File: src/rtl/cabs_sched_pkg.sv
// cabs_sched_pkg: shared types and constants for the complex-magnitude
// round-robin scheduler and its arbiter.
//   PIPE_LAT_DEFAULT : latency of the current magnitude engine build
//   TAG_CH_W         : tag channel field width, covers up to 16 channels
//   ch_w_f()         : channel index width, clog2 with a floor of 1
//   tag_t            : {vld, ch} entry of the tag delay line
package cabs_sched_pkg;

    localparam int PIPE_LAT_DEFAULT = 6;
    localparam int TAG_CH_W         = 4;

    function automatic int ch_w_f(input int n);
        return (n > 2) ? $clog2(n) : 1;
    endfunction

    typedef struct packed {
        logic                vld;
        logic [TAG_CH_W-1:0] ch;
    } tag_t;

endpackage

File: src/rtl/rr_arbiter.sv
// rr_arbiter: combinational round-robin arbiter.
// Grants the first set request at or after ptr_i, wrapping at NUM_CH.
// Ports:
//   req_i [NUM_CH]  request vector
//   ptr_i [CH_W]    search start index (must be < NUM_CH)
//   gnt_o [NUM_CH]  one-hot grant
//   idx_o [CH_W]    index of the granted request
//   any_o           a grant was issued
module rr_arbiter
    import cabs_sched_pkg::*;
#(
    parameter int NUM_CH = 4,
    parameter int CH_W   = ch_w_f(NUM_CH)
) (
    input  logic [NUM_CH-1:0] req_i,
    input  logic [CH_W-1:0]   ptr_i,
    output logic [NUM_CH-1:0] gnt_o,
    output logic [CH_W-1:0]   idx_o,
    output logic              any_o
);

    logic [CH_W:0]   sum;
    logic [CH_W-1:0] cand;

    always_comb begin
        gnt_o = '0;
        idx_o = '0;
        any_o = 1'b0;
        sum   = '0;
        cand  = '0;
        for (int k = 0; k < NUM_CH; k++) begin
            // ptr + k stays below 2*NUM_CH, so one conditional subtract wraps it
            sum  = {1'b0, ptr_i} + (CH_W+1)'(k);
            cand = (sum >= (CH_W+1)'(NUM_CH)) ? CH_W'(sum - (CH_W+1)'(NUM_CH))
                                              : sum[CH_W-1:0];
            if (!any_o && req_i[cand]) begin
                any_o       = 1'b1;
                gnt_o[cand] = 1'b1;
                idx_o       = cand;
            end
        end
    end

endmodule

File: src/rtl/cabs_rr_sched.sv
// cabs_rr_sched: shares one fixed-latency complex-magnitude engine between
// NUM_CH I/Q channels. Each channel owns a one-entry holding register; a
// round-robin arbiter issues at most one sample per cycle into the engine and
// a channel tag travels through a delay line matched to the engine latency.
// Optional feature macro: CABS_SCHED_PEAK_EN adds per-channel peak hold
// (ports peak / peak_clr exist only when it is defined).
// Ports:
//   clk, rst            clock, asynchronous active-high reset
//   s_valid/s_ready     per-channel handshake
//   s_i/s_q             packed I/Q samples, channel k at [k*DIN_WIDTH +: DIN_WIDTH]
//   eng_dina/eng_dinb   registered I/Q operands to the engine (0 when idle)
//   eng_dout            engine result, PIPE_LAT cycles after the operands
//   m_valid/m_ch/m_data tagged result (m_data is eng_dout passed through)
//   busy                any holding register or tag stage occupied
//   peak/peak_clr       per-channel peak hold and clear (CABS_SCHED_PEAK_EN)
module cabs_rr_sched
    import cabs_sched_pkg::*;
#(
    parameter int NUM_CH     = 4,
    parameter int DIN_WIDTH  = 12,
    parameter int DOUT_WIDTH = 34,
    parameter int PIPE_LAT   = PIPE_LAT_DEFAULT,
    localparam int CH_W      = ch_w_f(NUM_CH)
) (
    input  logic                           clk,
    input  logic                           rst,
    input  logic [NUM_CH-1:0]              s_valid,
    output logic [NUM_CH-1:0]              s_ready,
    input  logic [NUM_CH*DIN_WIDTH-1:0]    s_i,
    input  logic [NUM_CH*DIN_WIDTH-1:0]    s_q,
    output logic signed [DIN_WIDTH-1:0]    eng_dina,
    output logic signed [DIN_WIDTH-1:0]    eng_dinb,
    input  logic [DOUT_WIDTH-1:0]          eng_dout,
    output logic                           m_valid,
    output logic [CH_W-1:0]                m_ch,
    output logic [DOUT_WIDTH-1:0]          m_data,
    output logic                           busy
`ifdef CABS_SCHED_PEAK_EN
    ,
    output logic [NUM_CH*DOUT_WIDTH-1:0]   peak,
    input  logic [NUM_CH-1:0]              peak_clr
`endif
);

    logic [NUM_CH-1:0]           hold_vld_q, hold_vld_d;
    logic signed [DIN_WIDTH-1:0] hold_i_q [NUM_CH];
    logic signed [DIN_WIDTH-1:0] hold_q_q [NUM_CH];
    logic [CH_W-1:0]             rr_ptr_q, rr_ptr_d;
    logic signed [DIN_WIDTH-1:0] dina_q, dina_d, dinb_q, dinb_d;
    logic [NUM_CH-1:0]           gnt, load;
    logic [CH_W-1:0]             gnt_idx;
    logic                        gnt_any;
    tag_t                        tag_q [PIPE_LAT+1];
    logic [TAG_CH_W-1:0]         unused_tag_ch;

    rr_arbiter #(.NUM_CH(NUM_CH), .CH_W(CH_W)) u_arb (
        .req_i (hold_vld_q),
        .ptr_i (rr_ptr_q),
        .gnt_o (gnt),
        .idx_o (gnt_idx),
        .any_o (gnt_any)
    );

    // Stage boundary: input handshake / holding registers -> engine operands
    always_comb begin
        // a granted slot frees up this cycle, so it can be refilled on the same edge
        s_ready    = ~hold_vld_q | gnt;
        load       = s_valid & s_ready;
        hold_vld_d = (hold_vld_q & ~gnt) | load;
        rr_ptr_d   = rr_ptr_q;
        dina_d     = '0;
        dinb_d     = '0;
        if (gnt_any) begin
            dina_d   = hold_i_q[gnt_idx];
            dinb_d   = hold_q_q[gnt_idx];
            rr_ptr_d = (gnt_idx == CH_W'(NUM_CH-1)) ? '0 : gnt_idx + 1'b1;
        end
    end

    always_ff @(posedge clk) begin
        for (int k = 0; k < NUM_CH; k++) begin
            if (load[k]) begin
                hold_i_q[k] <= s_i[k*DIN_WIDTH +: DIN_WIDTH];
                hold_q_q[k] <= s_q[k*DIN_WIDTH +: DIN_WIDTH];
            end
        end
    end

    always_ff @(posedge clk or posedge rst) begin
        if (rst) begin
            hold_vld_q <= '0;
            rr_ptr_q   <= '0;
            dina_q     <= '0;
            dinb_q     <= '0;
            for (int s = 0; s <= PIPE_LAT; s++) begin
                tag_q[s] <= '0;
            end
        end else begin
            hold_vld_q   <= hold_vld_d;
            rr_ptr_q     <= rr_ptr_d;
            dina_q       <= dina_d;
            dinb_q       <= dinb_d;
            // Stage boundary: tag delay line, aligned with the engine pipeline
            tag_q[0].vld <= gnt_any;
            tag_q[0].ch  <= TAG_CH_W'(gnt_idx);
            for (int s = 1; s <= PIPE_LAT; s++) begin
                tag_q[s] <= tag_q[s-1];
            end
        end
    end

    assign eng_dina = dina_q;
    assign eng_dinb = dinb_q;

    // Stage boundary: engine output -> tagged result (unregistered pass-through)
    assign m_valid       = tag_q[PIPE_LAT].vld;
    assign m_ch          = tag_q[PIPE_LAT].ch[CH_W-1:0];
    assign m_data        = eng_dout;
    assign unused_tag_ch = tag_q[PIPE_LAT].ch;

    always_comb begin
        busy = |hold_vld_q;
        for (int s = 0; s <= PIPE_LAT; s++) begin
            busy = busy | tag_q[s].vld;
        end
    end

`ifdef CABS_SCHED_PEAK_EN
    logic [DOUT_WIDTH-1:0] peak_q [NUM_CH];

    // clear has priority over the old peak but keeps a result landing on the same cycle
    always_ff @(posedge clk or posedge rst) begin
        if (rst) begin
            for (int k = 0; k < NUM_CH; k++) begin
                peak_q[k] <= '0;
            end
        end else begin
            for (int k = 0; k < NUM_CH; k++) begin
                if (peak_clr[k]) begin
                    peak_q[k] <= (m_valid && m_ch == CH_W'(k)) ? m_data : '0;
                end else if (m_valid && m_ch == CH_W'(k) && m_data > peak_q[k]) begin
                    peak_q[k] <= m_data;
                end
            end
        end
    end

    always_comb begin
        peak = '0;
        for (int k = 0; k < NUM_CH; k++) begin
            peak[k*DOUT_WIDTH +: DOUT_WIDTH] = peak_q[k];
        end
    end
`endif

endmodule

File: config.mk
export PLATFORM = sky130hd
export DESIGN_NAME = cabs_rr_sched
export DESIGN_NICKNAME = d
export VERILOG_FILES = /design/src/rtl/cabs_sched_pkg.sv /design/src/rtl/rr_arbiter.sv /design/src/rtl/cabs_rr_sched.sv
export SDC_FILE = /design/constraint.sdc
export NUM_CORES = 1
export LEC_CHECK = 0
export BUFFER_PORTS_ARGS = -buffer_cell sky130_fd_sc_hd__buf_2
export CORE_MARGIN = 3
export CORE_UTILIZATION = 49
export DETAILED_ROUTE_END_ITERATION = 10
export GPL_ROUTABILITY_DRIVEN = 0
export GPL_TIMING_DRIVEN = 1
export PLACE_DENSITY = 0.76
export SKIP_CTS_REPAIR_TIMING = 1
export SYNTH_ARGS = -nofsm -noshare
export SYNTH_HDL_FRONTEND = slang
export SYNTH_SLANG_ARGS = --single-unit
File: constraint.sdc
create_clock -name clk -period 4.8 [get_ports clk]
set_input_delay 0.24 -clock clk [delete_from_list [all_inputs] [get_ports clk]]
set_output_delay 0.24 -clock clk [all_outputs]
set_load 0.01 [all_outputs]
# == After elaboration in Yosys (flattened, before gate mapping) ==
# Memories as Yosys holds them, arrays and structs flattened.
# Index checks and enable logic that the tools add are counted.
# word_totals
romBits,0
ff_bits,51
out_inout_bits,66
mem_bits_rw,96
mem_count,2
latchBits,0
# op_classes
n_eq_ne,1
reduce_logical,11
order_cmp,12
multipliers,0
add_sub_neg,8
muxes,43
shifts,0
n_bitwise,16
n_div,0
# memory_table
name,words,word_bits,read_ports,rd_clocked_by_memory_dff,write_ports,line_no,text
hold_i_q,4,12,1,0,4,cabs_rr_sched.sv:46,logic signed [DIN_WIDTH-1:0] hold_i_q [NUM_CH];
hold_q_q,4,12,1,0,4,cabs_rr_sched.sv:47,logic signed [DIN_WIDTH-1:0] hold_q_q [NUM_CH];
# op_table
cell,count
$mux W12,2
$mux W1,20
$or A4 B4 Y4,5
$mux W2,9
$mux W4,4
$lt A2 B3 Y1 const B,4
$ge A3 B3 Y1 const B,3
$and A4 B4 Y4,2
$bmux W1 S2,4
$demux W1 S2,4
$ge A2 B1 Y1 const B,4
$not A4 Y4,2
$sub A2 B1 Y2 const B,4
$logic_and A1 B1 Y1,7
$or A1 B1 Y1,7
$add A2 B2 Y3 const B,2
$reduce_or A4 Y1,1
$add A2 B1 Y3 const B,1
$ge A2 B3 Y1 const B,1
$logic_not A1 Y1,3
$add A2 B1 Y2 const B,1
$eq A2 B2 Y1 const B,1

# == Depth between registers and ports, before layout ==
# Gate-level depths: netlist (run 1).
# depth
ltp_word,18
depth_mapped,10
ltp_nobuf,8

# == Cells and area by module ==
# Synthesis (run 1) repeated with hierarchy kept, for this count alone.
# unflattened
cells_unflattened,334
hier_area_um2,5735.5
# by_module_without_submodules
module,area_per_inst_um2,cells_per_inst,n_inst
cabs_rr_sched,5313.8,289,1
rr_arbiter,421.7,45,1

# == Worst setup path after synthesis (run 1) ==
# OpenSTA, ideal clock, no wires.
# synth_timing
kind,reg-to-reg
startpoint,reg rr_ptr_q[0]
endpoint,mem hold_i_q[1][0] (enable)
stages_incl_launch_ff,10
path_buffers,1
path_slack_ps,1270
synth_period_minus_slack_ps,3530
t_arrival_ps,3122
path_cell_list,dfrtp_1 -> buf_6 -> inv_1 -> ha_1 -> mux4_2 -> nor3_4 -> and2b_2 -> nand2_1 -> and3_1 -> nor2b_1
# synth_lines
item,line_no,text
start: declaration,cabs_rr_sched.sv:48,"logic [CH_W-1:0] rr_ptr_q, rr_ptr_d;"
start signal: assignment,cabs_rr_sched.sv:100,rr_ptr_q <= rr_ptr_d;
end: declaration,cabs_rr_sched.sv:46,

==> results of run 1 <==
[cell families after synthesis]
| logic type | count (synthesis) | share of synthesized area (%) |
|---|---|---|
| AOI/OAI and AO/OA | 36 | 4.27 |
| xor gates and xnor gates | 1 | 0.155 |
| adders and majority gates | 5 | 1.11 |
| buffers and inverters | 55 | 6.63 |
| DFF | 147 | 73.5 |
| muxes | 58 | 10.9 |
| and+or+nand+nor | 30 | 3.38 |
[worst max-delay path by stage]
stage | depth (start not counted) | end | slack (ns)
3_3_place_gp | 9 | hold_i_q[1][5] | 1.37
2_1_floorplan | 9 | hold_i_q[1][0] | 1.27
4_1_cts | 9 | hold_i_q[1][1] | 1.16
6_report | 9 | hold_q_q[1][9] | 1.12
3_5_place_dp | 9 | hold_i_q[1][5] | 1.16
5_1_grt | 9 | hold_q_q[1][9] | 0.94
[power by group through the flow]
stage / logic [mW] / clock network [mW] / registers (mW)
floorplan: 1.32 / 0 / 2.09
global placement: 1.84 / 0 / 2.07
detailed placement: 1.89 / 0 / 2.10
CTS: 1.90 / 1.49 / 2.08
global route: 2.15 / 1.56 / 2.14
finish: 2.02 / 1.49 / 2.09
[per-stage QoR]
step	util [%]	area, µm²	cells	setup WS (ns)	hold WS, ns
final	69.8	7730	680	1.12	0.00327
after global routing	69.8	7730	680	0.937	-0.0115
after CTS	62.4	6910	598	1.16	-0.0280
after detailed placement	56.4	6250	566	1.16	0.335
after global placement	56.4	6250	566	1.37	0.334
after floorplan	-	5660	332	1.27	0.331
[final cells by class]
type	count	area [µm²]
Clock buffer	18	429
Clock inverter	14	233
Fill cell	679	3350
Inverter	9	33.8
Multi-Input combinational cell	130	1150
Sequential cell	147	4160
Tap cell	140	175
Timing Repair Buffer	222	1550
[Yosys cell counts]
library cell / instances / area share [%]
a21oi_1: 1 / 0.088
a21oi_2: 1 / 0.15
a222oi_1: 4 / 0.71
and2_1: 1 / 0.11
and2b_2: 1 / 0.15
and3_1: 4 / 0.44
buf_4: 43 / 5.7
buf_6: 1 / 0.20
clkbuf_1: 2 / 0.13
dfrtp_1: 51 / 23
edfxtp_1: 96 / 51
ha_1: 5 / 1.1
inv_1: 8 / 0.53
inv_2: 1 / 0.066
mux2_2: 1 / 0.20
mux2i_1: 54 / 9.6
mux4_2: 3 / 1.2
nand2_1: 5 / 0.33
nand2_4: 1 / 0.20
nand3_1: 1 / 0.088
nor2_1: 2 / 0.13
nor2b_1: 7 / 0.77
nor3_1: 1 / 0.088
nor3_4: 1 / 0.29
nor3b_2: 1 / 0.22
nor4_1: 1 / 0.11
o21ai_0: 2 / 0.18
o21ai_1: 2 / 0.18
o21ai_2: 1 / 0.15
o22a_1: 1 / 0.15
o22ai_1: 24 / 2.7
or2_1: 4 / 0.44
xor2_1: 1 / 0.15
[registers in the layout, summed over array words and instances (netlist names)]
register and flops:
hold_i_q 48, hold_q_q 48, tag_q 18, eng_dina 12, eng_dinb 12, hold_vld_q 4
rr_ptr_q 2, unused_tag_ch 2, m_valid 1
[per-layer routing]
layer  share of wire, %  vias to the layer above  global-route usage [%]
met5                  0                        -                       0
met4                5.5                        0                    12.8
met3                8.5                       75                    6.84
met2                 52                      227                    32.9
met1                 34                     1817                    23.8
li1                   -                     1598                       -
[placed cells by master (no fill, tap or decap), types with 4 or more instances in the layout]
| cell type | Yosys | routed |
|---|---|---|
| a222oi_1 | 4 | 4 |
| and3_1 | 4 | 4 |
| buf_2 | 0 | 133 |
| buf_4 | 43 | 6 |
| bufinv_16 | 0 | 6 |
| clkbuf_16 | 0 | 17 |
| dfrtp_1 | 51 | 51 |
| dlygate4sd3_1 | 0 | 82 |
| edfxtp_1 | 96 | 96 |
| ha_1 | 5 | 5 |
| inv_1 | 8 | 7 |
| mux2i_1 | 54 | 54 |
| nand2_1 | 5 | 5 |
| nor2b_2 | 0 | 4 |
| o22ai_1 | 24 | 24 |
| or2_1 | 4 | 4 |
[worst max-delay path: stages (launching register included)]
cell and delay, ns:
dfrtp_1 0.74, inv_1 0.16, ha_1 0.43, mux4_2 0.44
nor3_4 0.28, and2b_2 0.22, nand2_1 0.05, and3_1 0.19
nor2b_2 0.49, buf_4 0.35
==> metrics.md, run 1 <==
| Metric | Value |
|---|---|
| Clock sink count | 147 |
| Hold Path Depth | 1 |
| CTS tree | built |
| Period utilization | between 70 and 80% |
| Antenna violations before repair | 0 |
| Yosys warns | 0 |
| Htree depth | 4 |
| Row count | 38 |
| Setup violators final | 0 |
| First-pass GRT wire length | about 19 mm |
| Worst-path maximum fanout | 15 |
| #FFs+latches synth | about 150 |
| Skew final | about 0.0080 ns |
| Die X | 113 µm |
| Crit start category | register |
| Grt ovf | 0 |
| Fraction of layout cells with a size suffix above 1 | about a third |
| CTS buffer count | 17 |
| Switching share of power | between 30% and 40% |
| Worst r2r path cells | 9 |
| Fin nets | between 600 and 700 |
| Distinct cell type count after synthesis | 33 |
| Final hold violations | 0 |
| Synth Net Count | ~470 |
| 1st-iter DRT viols | about 300 |
| Worst hold path type | input pin to register |
| Worst Max-Slew Pin Slew | about 0.71 ns |
| Die H | between 100 and 150 µm |
| Starting utilization of the core area | 51.1% |
| Boundary Pins | ~200 |
| Antenna cell count | 0 |
| Clk_lat worst skew | about 0.42 ns |
| Worst VDD drop | between 0.0004 and 0.0005 V |
| Port bufs | between 100 and 150 |
| Drt via density | about 5.5 |
| Arr. time, crit path | 3.79 ns |
| Clock Power Share | between 20% and 30% |
| Via count | ~3700 |
| Cell Area, Synth | between 5000 and 6000 µm² |
| Reg2Reg Setup Slack | roughly 1.1 ns |
| Clk buf depth | 2 |
| Slew Viols, Final | 0 |
| RR Endpoint | hold_q_q[1][9] |
| Net Sw Power | 1.92 mW |
| Max Cap Violations | 0 |
| Largest net degree at the start of global routing | 52 |
| CP Capture Type | register |
| Power consumption | about 5.6 mW |
| Internal Power | around 3.7 mW |
| P_leak | 3.25 nW |
| Worst R2R Start | rr_ptr_q[0] |
| Reg power frac | a little under two fifths |
| Critical path class | register to register |
| Status | finished clean |
| CORE AREA | approximately 11000 µm² |
| Routed len/inst | about 23 µm |
| Gr usage total | about 20% |
| Worst Hold End | hold_q_q[0][8] |
| Fmax | approximately 270 MHz |
| Hold Crit Start | s_q[8] |
| Vias in the first global route | about 3500 |
| Layout area overhead | 36.6% |
| Pwr/cell area | between 700 and 800 nW/µm² |
| Synth Instances | between 300 and 400 |
| Mapped Avg Cell Area | 17.0 µm² |
| Normalized max-slew margin | between 50% and 60% |
| Full die area | ~13000 µm² |
| DRT antenna net count | 0 |
| WL final | roughly 15 mm |
| Worst-path clk slew | roughly 0.060 ns |
| Sequential fraction of the synthesis area | 73.5% |
| Comb pwr share | 36.0% |
| Crit path from | rr_ptr_q[0] |
| Drt first pass iters | 5 |
| Min Tclk post-route | between 3 and 4 ns |
| Post-route setup TNS | 0 ns |
| CP required | 4.90 ns |
| RSZ-0062 raised after global routing | no |
| Post-DP HPWL | roughly 8.4 mm |
| Drt drc | 0 |
| Root Driver | clkbuf_16 |
Note: power is estimated with default switching activity, not from simulation.
==> run 2, diff against run 1 <==
CORE_UTILIZATION = 45   (was 49)
PLACE_DENSITY = 0.73   (was 0.76)
clock period = 3 ns   (was 4.8 ns; I/O delays follow)
==> run 2 against run 1 <==
Net effect:
- worst setup slack got worse by 0.93 ns
- sequential share of layout area down 1.6 points
- total power rose by 56%
- non-clock buffer count rose by 23
- worst hold slack gained 0.30 ns
- critical path type is now register to output port
- critical endpoint is now s_ready[1]
- largest power group is now combinational cells
==> metrics.md, run 2 (synthesis gave the netlist of run 1 again) <==
| Metric | Value |
|---|---|
| Row count | 40 (+5.3%) |
| CTS tree | built |
| CP Capture Type | output port |
| CP required | 2.85 ns (-2.05 ns) |
| Port bufs | 133 (unchanged) |
| Period utilization | a little over nine tenths |
| Clock Power Share | 23.5% (-3.1 points) |
| Critical path class | register to output port |
| Worst-path maximum fanout | 6 (-9) |
| Status | finished clean |
| Post-route setup TNS | 0 ns (unchanged) |
| Crit path to | s_ready[1] |
| P_leak | 3.33 nW (+2.5%) |
| Drt drc | 0 (unchanged) |
| Fraction of layout cells with a size suffix above 1 | 34.1% (-0.34 points) |
| Worst R2R Start | rr_ptr_q[1] |
| Full die area | 14000 µm² (+8.4%) |
| Root Driver | clkbuf_16 |
| Worst Max-Slew Pin Slew | 0.761 ns (+0.0477 ns) |
| Drt first pass iters | 5 (unchanged) |
| DRT antenna net count | 0 (unchanged) |
| Via count | 3766 (+1.3%) |
| Die H | 118 µm (+4.1%) |
| Final Cell Area | 7970 µm² (+3.1%) |
| Die X | 118 µm (+4.1%) |
| Normalized max-slew margin | 49.2% (-3.3 points) |
| Worst hold path type | input pin to output port |
| Final hold violations | 0 (unchanged) |
| RSZ-0062 raised after global routing | no |
| Switching share of power | 35.4% (+1.1 points) |
| Max Cap Violations | 0 (unchanged) |
| Routed len/inst | 20.2 µm (-11%) |
| Skew final | 0.0108 ns (+0.00284 ns) |
| Net Sw Power | 3.09 mW (+61%) |
| Comb pwr share | 38.6% (+2.6 points) |
| Most common cell after layout, fill and taps aside | buf_2 |
| RR Endpoint | hold_q_q[3][11] |
| Worst r2r path cells | 9 (unchanged) |
| Leading registers by flop count | hold_i_q x48, hold_q_q x48, tag_q x18 |
| Reg power frac | 38.0% (+0.6 points) |
| Worst-path clk slew | 0.06 ns (about the same) |
| Clk buf depth | 2 (unchanged) |
| WL final | 14.8 mm (-4.3%) |
| CTS buffer count | 17 (unchanged) |
| Min Tclk post-route | ~2.8 ns |
| Setup violators final | 0 (unchanged) |
| 1st-iter DRT viols | 304 (+3.4%) |
| Pwr/cell area | 1090 nW/µm² (+51%) |
| Antenna violations before repair | 0 (unchanged) |
| Crit start category | register |
| Reg2Reg Setup Slack | 0.35 ns (-0.77 ns) |
| Boundary Pins | 202 (unchanged) |
| Arr. time, crit path | 2.67 ns (-1.12 ns) |
| Clock sink count | 147 (unchanged) |
| Grt ovf | 0 (unchanged) |
| Vias in the first global route | 3373 (-4.1%) |
| Drt via density | 5.15 (-5.8%) |
| Hold Path Depth | 0 (-1) |
| Gr usage total | 16.6% (-3.9 points) |
| Starting utilization of the core area | 46.5% (-4.6 points) |
| Htree depth | 4 (unchanged) |
| Largest net degree at the start of global routing | 44 (-15%) |
| Internal Power | 5.63 mW (+53%) |
| First-pass GRT wire length | 17.5 mm (-8.8%) |
| Crit path from | rr_ptr_q[1] |
| Fin nets | 691 (+3.4%) |
| Worst VDD drop | 0.000721 V (+67%) |
| Fmax | around 350 MHz |
| CORE AREA | 12200 µm² (+9.8%) |
| Post-DP HPWL | 7.40 mm (-12%) |
| Slew Viols, Final | 0 (unchanged) |
| Antenna cell count | 0 (unchanged) |
| Clk_lat worst skew | 0.42 ns (about the same) |
| Placed Area | 6380 µm² (+2.2%) |
| Commonest cells after routing, fill and taps aside | buf_2, dlygate4sd3_1, edfxtp_1 |
| Layout area overhead | 40.8% |
run 2: cell count changes in the layout (fill, tap and decap cells not counted), moves of 4 or more:
cell,delta
nor2b_2,-4
buf_12,+4
clkinv_4,+4
bufinv_16,-5
dlygate4sd3_1,+19
nor2b_4,+4
run 2: how the worst min path moves through the flow:
stage,startpoint,to
3_3_place_gp,eng_dout[0],m_data[0]
6_report,eng_dout[0],m_data[0]
2_1_floorplan,s_i[0],hold_i_q[0][0]
5_1_grt,eng_dout[22],m_data[22]
4_1_cts,s_q[15],hold_q_q[1][3]
3_5_place_dp,eng_dout[0],m_data[0]
run 2: final cells by class:
| cell class | instances | area [µm²] |
|---|---|---|
| timing repair buffer | 245 | 1820 |
| fill | 767 | 4190 |
| tap | 168 | 210 |
| inverter | 9 | 33.8 |
| clock buffer | 17 | 425 |
| sequential | 147 | 4160 |
| multi-input combinational | 130 | 1170 |
| clock inverter | 15 | 150 |
run 2: worst max-delay path, cell delays in order (launching register included):
cell and delay, ns:
dfrtp_1 0.35, inv_1 0.09, ha_1 0.39, mux4_2 0.42, nor2b_1 0.21, a222oi_1 0.30, and3_1 0.29, inv_1 0.07
buf_2 0.14
run 2: through the flow:
stage / power (mW) / hold WS [ns] / instances / setup slack (ns) / utilization, %
6_report: 8.72 / 0.300 / 731 / 0.183 / 65.5
2_1_floorplan: 5.49 / 0.249 / 332 / 0.166 / -
3_3_place_gp: 6.38 / 0.300 / 598 / 0.415 / 52.5
3_5_place_dp: 6.46 / 0.300 / 598 / 0.356 / 52.5
4_1_cts: 8.50 / -0.122 / 630 / 0.169 / 57.2
5_1_grt: 9.15 / 0.300 / 731 / 0.0522 / 65.5
run 2: per-layer routing:
metal	vias to the layer above	share of wire (%)	track usage (%)
met2	216	50	26.1
met5	-	0	0
met3	55	8.4	5.22
li1	1645	-	-
met4	0	3.4	7.55
met1	1850	38	21.2
run 2: power groups by stage:
stage               clock network (mW)  registers, mW  logic, mW
floorplan                            0           3.33       2.15
global placement                     0           3.28       3.10
detailed placement                   0           3.30       3.16
CTS                               2.06           3.27       3.17
global route                      2.17           3.38       3.60
finish                            2.04           3.31       3.36
==> run 3, diff against run 2 <==
PLACE_DENSITY = 0.76   (was 0.73)
==> run 3 against run 2 <==
Net effect:
- clock-buffer cell count unchanged
- clock skew increased by 0.0043 ns
- total power decreased by 0.93%
- non-clock buffer count unchanged
- first-iteration DRC count decreased by 21%
- fmax about the same
- routed wire length decreased by 2.1%
- critical path depth unchanged
- cell count unchanged
- utilization decreased by 0.11 points
- largest cell class unchanged
==> metrics.md, run 3 (synthesis gave the netlist of run 1 again) <==
| Metric | Value |
|---|---|
| Most common cell after layout, fill and taps aside | buf_2 |
| Worst-path clk slew | 0.06 ns (about the same) |
| Clk buf depth | 2 (unchanged) |
| Internal Power | 5.56 mW (-1.3%) |
| Worst Max-Slew Pin Slew | 0.768 ns (+0.00797 ns) |
| Setup violators final | 0 (unchanged) |
| Via count | 3715 (-1.4%) |
| Root Driver | clkbuf_16 |
| Commonest cells after routing, fill and taps aside | buf_2, dlygate4sd3_1, edfxtp_1 |
| CTS tree | built |
| Die H | 118 µm (unchanged) |
| Hold Path Depth | 0 (unchanged) |
| First-pass GRT wire length | 18.7 mm (+7.0%) |
| Starting utilization of the core area | 46.5% (unchanged) |
| Largest net degree at the start of global routing | 33 (-25%) |
| CP required | 2.85 ns (about the same) |
| Slew Viols, Final | 0 (unchanged) |
| Skew final | 0.0151 ns (+0.00430 ns) |
| Clock sink count | 147 (unchanged) |
| RSZ-0062 raised after global routing | no |
| Final core utilization | 65.4% (-0.11 points) |
| WL final | 14.5 mm (-2.1%) |
| Leading registers by flop count | hold_i_q x48, hold_q_q x48, tag_q x18 |
| Worst hold slack | 0.300 ns (unchanged) |
| Grt ovf | 0 (unchanged) |
| P_leak | 3.33 nW (about the same) |
| Vias in the first global route | 3506 (+3.9%) |
| Placed Area | 6380 µm² (unchanged) |
| Critical path class | register to output port |
| Worst VDD drop | 0.000588 V (-18%) |
| Die X | 118 µm (unchanged) |
| Final Cell Area | 7960 µm² (-0.17%) |
| Clk_lat worst skew | 0.42 ns (about the same) |
| Status | finished clean |
| Max Cap Violations | 0 (unchanged) |
| Met3 wire len | 918 µm (-26%) |
| Worst R2R Start | rr_ptr_q[0] |
| Critical Path Max Stage Delay | 0.42 ns (about the same) |
| Period utilization | 93.9% (about the same) |
| CTS buffer count | 17 (unchanged) |
| Reg power frac | 37.9% (about the same) |
| Drt drc | 0 (unchanged) |
| Fmax | 355 MHz (about the same) |
| Net Sw Power | 3.08 mW (-0.32%) |
| Worst-path maximum fanout | 6 (unchanged) |
| CORE AREA | 12200 µm² (unchanged) |
| Row count | 40 (unchanged) |
| Clock Power Share | 23.2% (-0.3 points) |
| Met1 Wirelength | 5.30 mm (-5.5%) |
| Layout area overhead | 40.6% |
| Normalized max-slew margin | 48.7% (-0.53 points) |
| Comb pwr share | 38.8% (+0.2 points) |
| CP Capture Type | output port |
| Antenna violations before repair | 0 (unchanged) |
| Slowest CP cell | mux4_2 |
| Reg2Reg Setup Slack | 0.35 ns (about the same) |
| Htree depth | 4 (unchanged) |
| Full die area | 14000 µm² (unchanged) |
| Worst Hold End | m_data[10] |
| DRT antenna net count | 0 (unchanged) |
| Gr usage total | 17.7% (+1.1 points) |
| CP cell instances | inv_1 -> ha_1 -> mux4_2 -> nor2b_1 -> a222oi_1 -> and3_1 -> inv_1 -> buf_2 |
| Routed len/inst | 19.8 µm (-2.1%) |
| Min Tclk post-route | 2.82 ns (-0.00124 ns) |
| Most used cell, CP | inv_1 |
| Post-DP HPWL | 8.05 mm (+8.8%) |
| Top Metal Used | met4 |
| 1st-iter DRT viols | 240 (-21%) |
| Antenna cell count | 0 (unchanged) |
| Drt via density | 5.08 (-1.4%) |
| Final hold violations | 0 (unchanged) |
| Arr. time, crit path | 2.67 ns (about the same) |
| Pwr/cell area | 1090 nW/µm² (-0.76%) |
| Fraction of layout cells with a size suffix above 1 | 34.1% (unchanged) |
| Fin nets | 691 (unchanged) |
| RR Endpoint | hold_q_q[3][2] |
| Switching share of power | 35.7% (+0.22 points) |
| Drt first pass iters | 5 (unchanged) |
| Hold Crit Start | eng_dout[10] |
| Worst hold path type | input pin to output port |
| Port bufs | 133 (unchanged) |
| Boundary Pins | 202 (unchanged) |
| Worst r2r path cells | 8 (-1) |
| Crit start category | register |
| Post-route setup TNS | 0 ns (unchanged) |
| Wire length on met2 | 7.75 mm (+4.2%) |
-- run 3: cell types whose count changed in the layout (fill, tap and decap cells not counted) --
cell | before | now
bufinv_16 | 1 | 0
clkinvlp_4 | 3 | 2
inv_8 | 2 | 3
inv_6 | 3 | 7
clkinv_2 | 1 | 0
clkinv_4 | 5 | 3
-- run 3: worst max-delay path by stage --
stage           startpoint             end  slack, ns  depth (start not counted)
5_1_grt        rr_ptr_q[1]      s_ready[2]       0.02                          8
3_5_place_dp   rr_ptr_q[1]  hold_q_q[2][0]       0.36                          9
6_report       rr_ptr_q[1]      s_ready[2]       0.18                          8
2_1_floorplan  rr_ptr_q[0]  hold_i_q[1][0]       0.17                          9
4_1_cts        rr_ptr_q[1]      s_ready[0]       0.17                          8
3_3_place_gp   rr_ptr_q[0]  hold_q_q[3][1]       0.43                          8
-- run 3: critical path: cells and delay by family (launching register included) --
| kind | cells | cell delay (ns) |
|---|---|---|
| AO/OA/AOI/OAI | 1 | 0.30 |
| adder cells (fa/ha/maj) | 1 | 0.39 |
| buffers and inverters | 3 | 0.29 |
| flip-flops | 1 | 0.35 |
| multiplexers | 1 | 0.42 |
| AND/OR/NAND/NOR | 2 | 0.51 |
-- run 3: per-layer routing --
layer	vias to the layer above	global-route usage (%)
met5	-	0
met4	0	9.23
met3	56	5.17
met2	216	29.2
met1	1799	21.1
li1	1644	-
-- run 3: layout make-up --
cell class | instances | area (µm²)
Clock buffer | 17 | 425
Timing Repair Buffer | 245 | 1820
Clock inverter | 15 | 136
Multi-Input combinational cell | 130 | 1170
Inverter | 9 | 33.8
Fill cell | 799 | 4210
Sequential cell | 147 | 4160
Tap cell | 168 | 210
-- run 3: stage by stage --
| stage | std cells | total power, mW | setup WS, ns |
|---|---|---|---|
| 2_1_floorplan | 332 | 5.49 | 0.166 |
| 3_3_place_gp | 598 | 6.39 | 0.428 |
| 3_5_place_dp | 598 | 6.49 | 0.364 |
| 4_1_cts | 630 | 8.50 | 0.175 |
| 5_1_grt | 731 | 9.07 | 0.0180 |
| 6_report | 731 | 8.64 | 0.184 |
-- run 3: power by group through the flow --
stage / registers, mW / clock network, mW / logic [mW]
floorplan: 3.33 / 0 / 2.15
global placement: 3.26 / 0 / 3.13
detailed placement: 3.29 / 0 / 3.19
CTS: 3.26 / 2.02 / 3.22
global route: 3.34 / 2.12 / 3.61
finish: 3.27 / 2.01 / 3.35
